### config.mk
export PLATFORM = sky130hd
export DESIGN_NAME = gcd_host_seq
export DESIGN_NICKNAME = d
export VERILOG_FILES = /design/src/rtl/gcd_host_seq.sv
export SDC_FILE = /design/constraint.sdc
export NUM_CORES = 1
export LEC_CHECK = 0
export ABC_AREA = 0
export CORE_MARGIN = 2
export CORE_UTILIZATION = 30
export CTS_CLUSTER_SIZE = 30
export DETAILED_ROUTE_END_ITERATION = 8
export PLACE_DENSITY = 0.68
export SYNTH_ARGS = -nofsm -noshare
export SYNTH_HDL_FRONTEND = slang
export SYNTH_SLANG_ARGS = --single-unit
### constraint.sdc
create_clock -name clk -period 2.57 [get_ports clk]
set_input_delay 0.3855 -clock clk [delete_from_list [all_inputs] [get_ports clk]]
set_output_delay 0.3855 -clock clk [all_outputs]
set_load 0.05 [all_outputs]
### src/rtl/gcd_host_seq.sv
// -----------------------------------------------------------------------------
// gcd_host_seq
//
// Host-side initiator for a gcd engine with a start/done handshake.
// Operand pairs arrive on a valid/ready request port. Pairs with both operands
// nonzero are sent to the engine: the operands are latched onto gcd_a/gcd_b,
// gcd_start pulses for one cycle, and the result is captured on gcd_done.
// Pairs containing a zero bypass the engine. If exactly one operand is zero,
// the answer is the other operand. If both are zero, the response is flagged
// as an error. Every answer is returned on a valid/ready response port.
//
// The engine's input contract is enforced here:
// - one start per job;
// - operands are always nonzero;
// - gcd_a/gcd_b do not change from START through RESP.
//
// Only one job is in flight at a time.
//
// Parameters
//   WIDTH           operand/result width; must match the engine
//   TIMEOUT_CYCLES  WAIT cycles allowed before a job is aborted
//                   (only used when GCD_TIMEOUT_EN is defined)
//
// Configuration macro
//   GCD_TIMEOUT_EN  defined   : a job that sees no gcd_done within
//                               TIMEOUT_CYCLES WAIT cycles ends with
//                               rsp_error=1 and rsp_result=0
//                   undefined : WAIT holds until gcd_done arrives
//
// Ports
//   clk         in   1      clock, all logic on posedge
//   reset       in   1      synchronous active-high reset; aborts any job
//   req_valid   in   1      request operands valid
//   req_ready   out  1      high only in IDLE
//   req_a       in   WIDTH  operand a
//   req_b       in   WIDTH  operand b
//   gcd_a       out  WIDTH  engine operand a, registered
//   gcd_b       out  WIDTH  engine operand b, registered
//   gcd_start   out  1      engine start, single-cycle pulse
//   gcd_done    in   1      engine done, single-cycle pulse
//   gcd_result  in   WIDTH  engine result, sampled with gcd_done
//   rsp_valid   out  1      response valid, held until rsp_ready
//   rsp_ready   in   1      response consumer ready
//   rsp_result  out  WIDTH  gcd value
//   rsp_error   out  1      no valid result (both operands zero, or timeout)
//   busy        out  1      high whenever the FSM is not in IDLE
// -----------------------------------------------------------------------------
module gcd_host_seq #(
   parameter int WIDTH          = 32,
   parameter int TIMEOUT_CYCLES = 4096
) (
   input  logic             clk,
   input  logic             reset,
   input  logic             req_valid,
   output logic             req_ready,
   input  logic [WIDTH-1:0] req_a,
   input  logic [WIDTH-1:0] req_b,
   output logic [WIDTH-1:0] gcd_a,
   output logic [WIDTH-1:0] gcd_b,
   output logic             gcd_start,
   input  logic             gcd_done,
   input  logic [WIDTH-1:0] gcd_result,
   output logic             rsp_valid,
   input  logic             rsp_ready,
   output logic [WIDTH-1:0] rsp_result,
   output logic             rsp_error,
   output logic             busy
);

   // Reject configurations that cannot work at elaboration time, so they
   // never reach silicon.
   if (WIDTH < 1 || TIMEOUT_CYCLES < 1) begin : g_param_check
      $error("gcd_host_seq: WIDTH and TIMEOUT_CYCLES must both be >= 1");
   end

   typedef enum logic [1:0] {
      ST_IDLE,
      ST_START,
      ST_WAIT,
      ST_RESP
   } state_t;

   state_t state;

   logic req_fire;
   logic a_zero;
   logic b_zero;

   assign req_fire = req_valid & req_ready;
   assign a_zero   = (req_a == '0);
   assign b_zero   = (req_b == '0);

`ifdef GCD_TIMEOUT_EN
   // One extra bit keeps the width nonzero when TIMEOUT_CYCLES is 1.
   localparam int CNT_W = $clog2(TIMEOUT_CYCLES) + 1;

   logic [CNT_W-1:0] wait_cnt;
   logic             timeout_hit;

   // wait_cnt holds the number of WAIT cycles already completed. The current
   // cycle is therefore the last one allowed when the count reaches
   // TIMEOUT_CYCLES-1.
   assign timeout_hit = (wait_cnt == CNT_W'(TIMEOUT_CYCLES - 1));
`endif

   // All outputs are registered and driven from this single process.
   // req_ready and busy are state flags, kept as registers so that they are
   // glitch-free.
   always_ff @(posedge clk) begin
      if (reset) begin
         // NOTE: sequential state uses non-blocking assignments only, so
         // every register samples the values that were present before the
         // edge, regardless of statement order.
         state      <= ST_IDLE;
         gcd_a      <= '0;
         gcd_b      <= '0;
         gcd_start  <= 1'b0;
         rsp_valid  <= 1'b0;
         rsp_result <= '0;
         rsp_error  <= 1'b0;
         req_ready  <= 1'b1;
         busy       <= 1'b0;
`ifdef GCD_TIMEOUT_EN
         wait_cnt   <= '0;
`endif
      end else begin
         // gcd_start is high only in the cycle after an engine-path accept,
         // so it is cleared every cycle unless it is set again below.
         gcd_start <= 1'b0;

         case (state)
            ST_IDLE: begin
               // gcd_done arriving while idle is ignored.
               if (req_fire) begin
                  req_ready <= 1'b0;
                  busy      <= 1'b1;
                  if (!a_zero && !b_zero) begin
                     // The operands change only here and stay stable until
                     // the next accepted request.
                     gcd_a     <= req_a;
                     gcd_b     <= req_b;
                     gcd_start <= 1'b1;
                     state     <= ST_START;
                  end else begin
                     // Bypass path, the engine is not started.
                     // gcd(0, x) = x; if both operands are zero this
                     // selects zero, and the pair is flagged as an error.
                     rsp_result <= a_zero ? req_b : req_a;
                     rsp_error  <= a_zero & b_zero;
                     rsp_valid  <= 1'b1;
                     state      <= ST_RESP;
                  end
               end
            end

            ST_START: begin
               // gcd_start is high during this cycle. A gcd_done pulse seen
               // here is stale and is ignored.
               state <= ST_WAIT;
`ifdef GCD_TIMEOUT_EN
               wait_cnt <= '0;
`endif
            end

            ST_WAIT: begin
               // gcd_done is tested first, so a result arriving in the same
               // cycle as expiry is still returned as a normal result.
               if (gcd_done) begin
                  rsp_result <= gcd_result;
                  rsp_error  <= 1'b0;
                  rsp_valid  <= 1'b1;
                  state      <= ST_RESP;
               end
`ifdef GCD_TIMEOUT_EN
               else if (timeout_hit) begin
                  rsp_result <= '0;
                  rsp_error  <= 1'b1;
                  rsp_valid  <= 1'b1;
                  state      <= ST_RESP;
               end else begin
                  wait_cnt <= wait_cnt + 1'b1;
               end
`endif
            end

            ST_RESP: begin
               // rsp_result and rsp_error stay as captured. A gcd_done pulse
               // here (for example a late one after a timeout) is ignored.
               if (rsp_ready) begin
                  rsp_valid <= 1'b0;
                  req_ready <= 1'b1;
                  busy      <= 1'b0;
                  state     <= ST_IDLE;
               end
            end

            default: begin
               state <= ST_IDLE;
            end
         endcase
      end
   end

endmodule

==> results of run 1 <==
-- registers in the layout (all words and copies together) (netlist names) --
| signal | count |
|---|---|
| gcd_start | 1 |
| busy | 1 |
| rsp_error | 1 |
| req_ready | 1 |
| gcd_b | 32 |
| rsp_result | 32 |
| state | 2 |
| gcd_a | 32 |
| rsp_valid | 1 |
-- cells in the mapped netlist, drive strengths merged (2+ instances only) --
cell	number	area (um2)
a211o	33	289
a21oi	103	519
buf	14	129
clkbuf	28	105
dfxtp	103	2060
ha	4	50.1
inv	6	22.5
nand2	166	623
nand2b	32	200
nand3	33	165
nand4	4	25.0
nor2	6	35.0
nor3	2	21.3
nor4	16	100
o21ai	2	10.0
-- critical path, stage by stage --
cell,delay (ns)
clkdlybuf4s50_1,0.44
nor4_1,0.44
buf_4,0.19
nand4_1,0.14
nor2_4,0.18
buf_4,0.15
or3_2,0.18
buf_12,0.20
nand2_1,0.09
a21oi_1,0.15
-- final timing paths --
path	slack, ns	start	endpoint	cells after the start
hold reg to reg	0.45	rsp_result[21]$_SDFFE_PP0P_	rsp_result[21]$_SDFFE_PP0P_	2
setup / recovery	0.29	req_a[15]	gcd_b[0]$_SDFFE_PP0P_	10
hold / removal	0.45	rsp_result[21]$_SDFFE_PP0P_	rsp_result[21]$_SDFFE_PP0P_	2
setup reg to reg	0.58	state[0]$_SDFFE_PP0P_	gcd_b[0]$_SDFFE_PP0P_	7
-- timing repair --
item / CTS / global route
hold buffers: 0 / 0
endpoints found under the setup margin: 0 / 53
gates resized for setup: 0 / 1
-- metrics by stage --
stage | hold WS, ns | power [mW] | util | instance area, um2 | std cells
2_1_floorplan | 0.473 | 4.66 | - | 4460 | 565
3_3_place_gp | 0.437 | 6.07 | 0.477 | 6930 | 954
3_5_place_dp | 0.444 | 6.10 | 0.477 | 6930 | 954
4_1_cts | 0.452 | 7.54 | 0.498 | 7240 | 970
5_1_grt | 0.472 | 7.88 | 0.499 | 7250 | 970
6_report | 0.452 | 7.46 | 0.499 | 7250 | 970
-- layer usage --
metal  up-vias  track usage  part of all wire
li1       2365            -                 -
met1      2251        0.256              0.44
met2       161        0.312              0.46
met3        27       0.0599             0.070
met4         0       0.0672             0.025
met5         -            0                 0
-- cells by family after synthesis --
family,count (synthesis),synth area share
adder cells (fa/ha/maj),4,0.0112
buffers and inverters,48,0.0575
flip-flops,103,0.462
AO/OA/AOI/OAI,147,0.201
AND/OR/NAND/NOR,263,0.268
-- layout make-up --
cell class | count | area [um2] | share of cell area
repair buffers | 247 | 2450 | 0.339
multi-input cells | 414 | 2170 | 0.299
flip-flops and latches | 103 | 2060 | 0.285
clock buffers | 10 | 239 | 0.0330
well taps | 184 | 230 | 0.0318
clock inverters | 6 | 68.8 | 0.00950
inverters | 6 | 22.5 | 0.00311
-- where the power goes --
part / switching (mW) / leakage [nW] / total (mW) / internal, mW
registers: 0.204 / 0.840 / 2.17 / 1.97
logic: 2.49 / 1.68 / 3.87 / 1.38
clock network: 0.632 / 0.149 / 1.42 / 0.787
total: 3.32 / 2.67 / 7.46 / 4.13
==> impl_metrics.json, run 1 <==
{
  "postCtsSetupBuffers": 0,
  "tightestPinTransition_ns": 0.583,
  "hold_viol": 0,
  "min_path_type": "reg2reg",
  "ys.flop_type": "dfxtp_1",
  "cp.arrival_ns": 2.56,
  "synth_fp_nets": 670,
  "ios": 202,
  "place_ws_ns": -0.212,
  "synth_edf_count": 0,
  "ys_async_sr_fraction": 0,
  "rows": 44,
  "skew_ns": 0.00848,
  "finalSetupViolCount": 0,
  "drc_errors": 0,
  "num_vias": 4804,
  "criticalPathCategory": "in2reg",
  "clockBufferDepth": 2,
  "antenna_left": 0,
  "synth_cells": 565,
  "nNetsFinal": 886,
  "endpoint_kind": "flop",
  "fin_crit_ns": 2.28,
  "wl_per_cell_um": 16.3,
  "grt_start_max_net_pins": 46,
  "start_kind": "primary input",
  "p_per_area_nw_per_um2": 1030,
  "cts_tree": "yes",
  "final_common_cell": "clkdlybuf4s50_1",
  "diodes": 0,
  "synth_cell_type_count": 35,
  "grt_pass1_vias": 4656,
  "die-area_um2": 15900,
  "cap_violations": 0,
  "rsz0062_at_grt": "false",
  "clock-sinks": 103,
  "layout_common_cells": "200 x clkdlybuf4s50_1, 166 x nand2_1, 103 x dfxtp_1, 102 x a21oi_1, 39 x buf_4",
  "track_usage": 0.197,
  "htreeDepth": 3,
  "outcome": "complete, no violations",
  "drtIter0Drc": 297,
  "critPathMaxFanout": 32,
  "initial_core_util": 0.307,
  "gp_congestion": 0.822,
  "detail_route.first_pass.iterations": 4,
  "core_area_um2": 14500,
  "grt_pass1_wl_um": 24800,
  "ys_ff_latch": 103,
  "die_y_um": 126,
  "yosysWarningCount": 0,
  "syn_avg_cell_area_um2": 7.90,
  "yosysSeqAreaShare": 0.462,
  "numPortBuffers": 201,
  "leakage_nw": 2.67,
  "postLayoutSetupSlackWorst_ns": 0.287,
  "fmax_mhz": 438,
  "slew_headroom": 0.610,
  "grt_antenna_before_repair": 1,
  "ir_worst_vdd_v": 0.000522,
  "viasPerCell": 4.95,
  "clkSlewWorstSetupHoldPaths_ns": 0.07,
  "fillers": 1421,
  "wl_um": 15900,
  "cts-buffers-inserted": 9,
  "die_w_um": 126,
  "clkLatencyLatePin_ns": 0.35,
  "timing.setup.tns_ns": 0,
  "cp.required_ns": 2.85,
  "fin_crit_sh": 0.888,
  "root_buffer": "clkbuf_16",
  "dp_hpwl_um": 11800,
  "overflow": 0,
  "netlist_area_um2": 4460,
  "layout-drive-gt1-share": 0.0941,
  "area_growth_pct": 62.4,
  "finalMaxSlewViolations": 0
}
No activity file was read; power rests on OpenSTA's default activity.
==> run 2, diff against run 1 <==
Settings changed: CTS_CLUSTER_DIAMETER set to 40.
==> results of run 2 <==
Same layout as run 1: the final DEF is identical, and so are final timing and power.
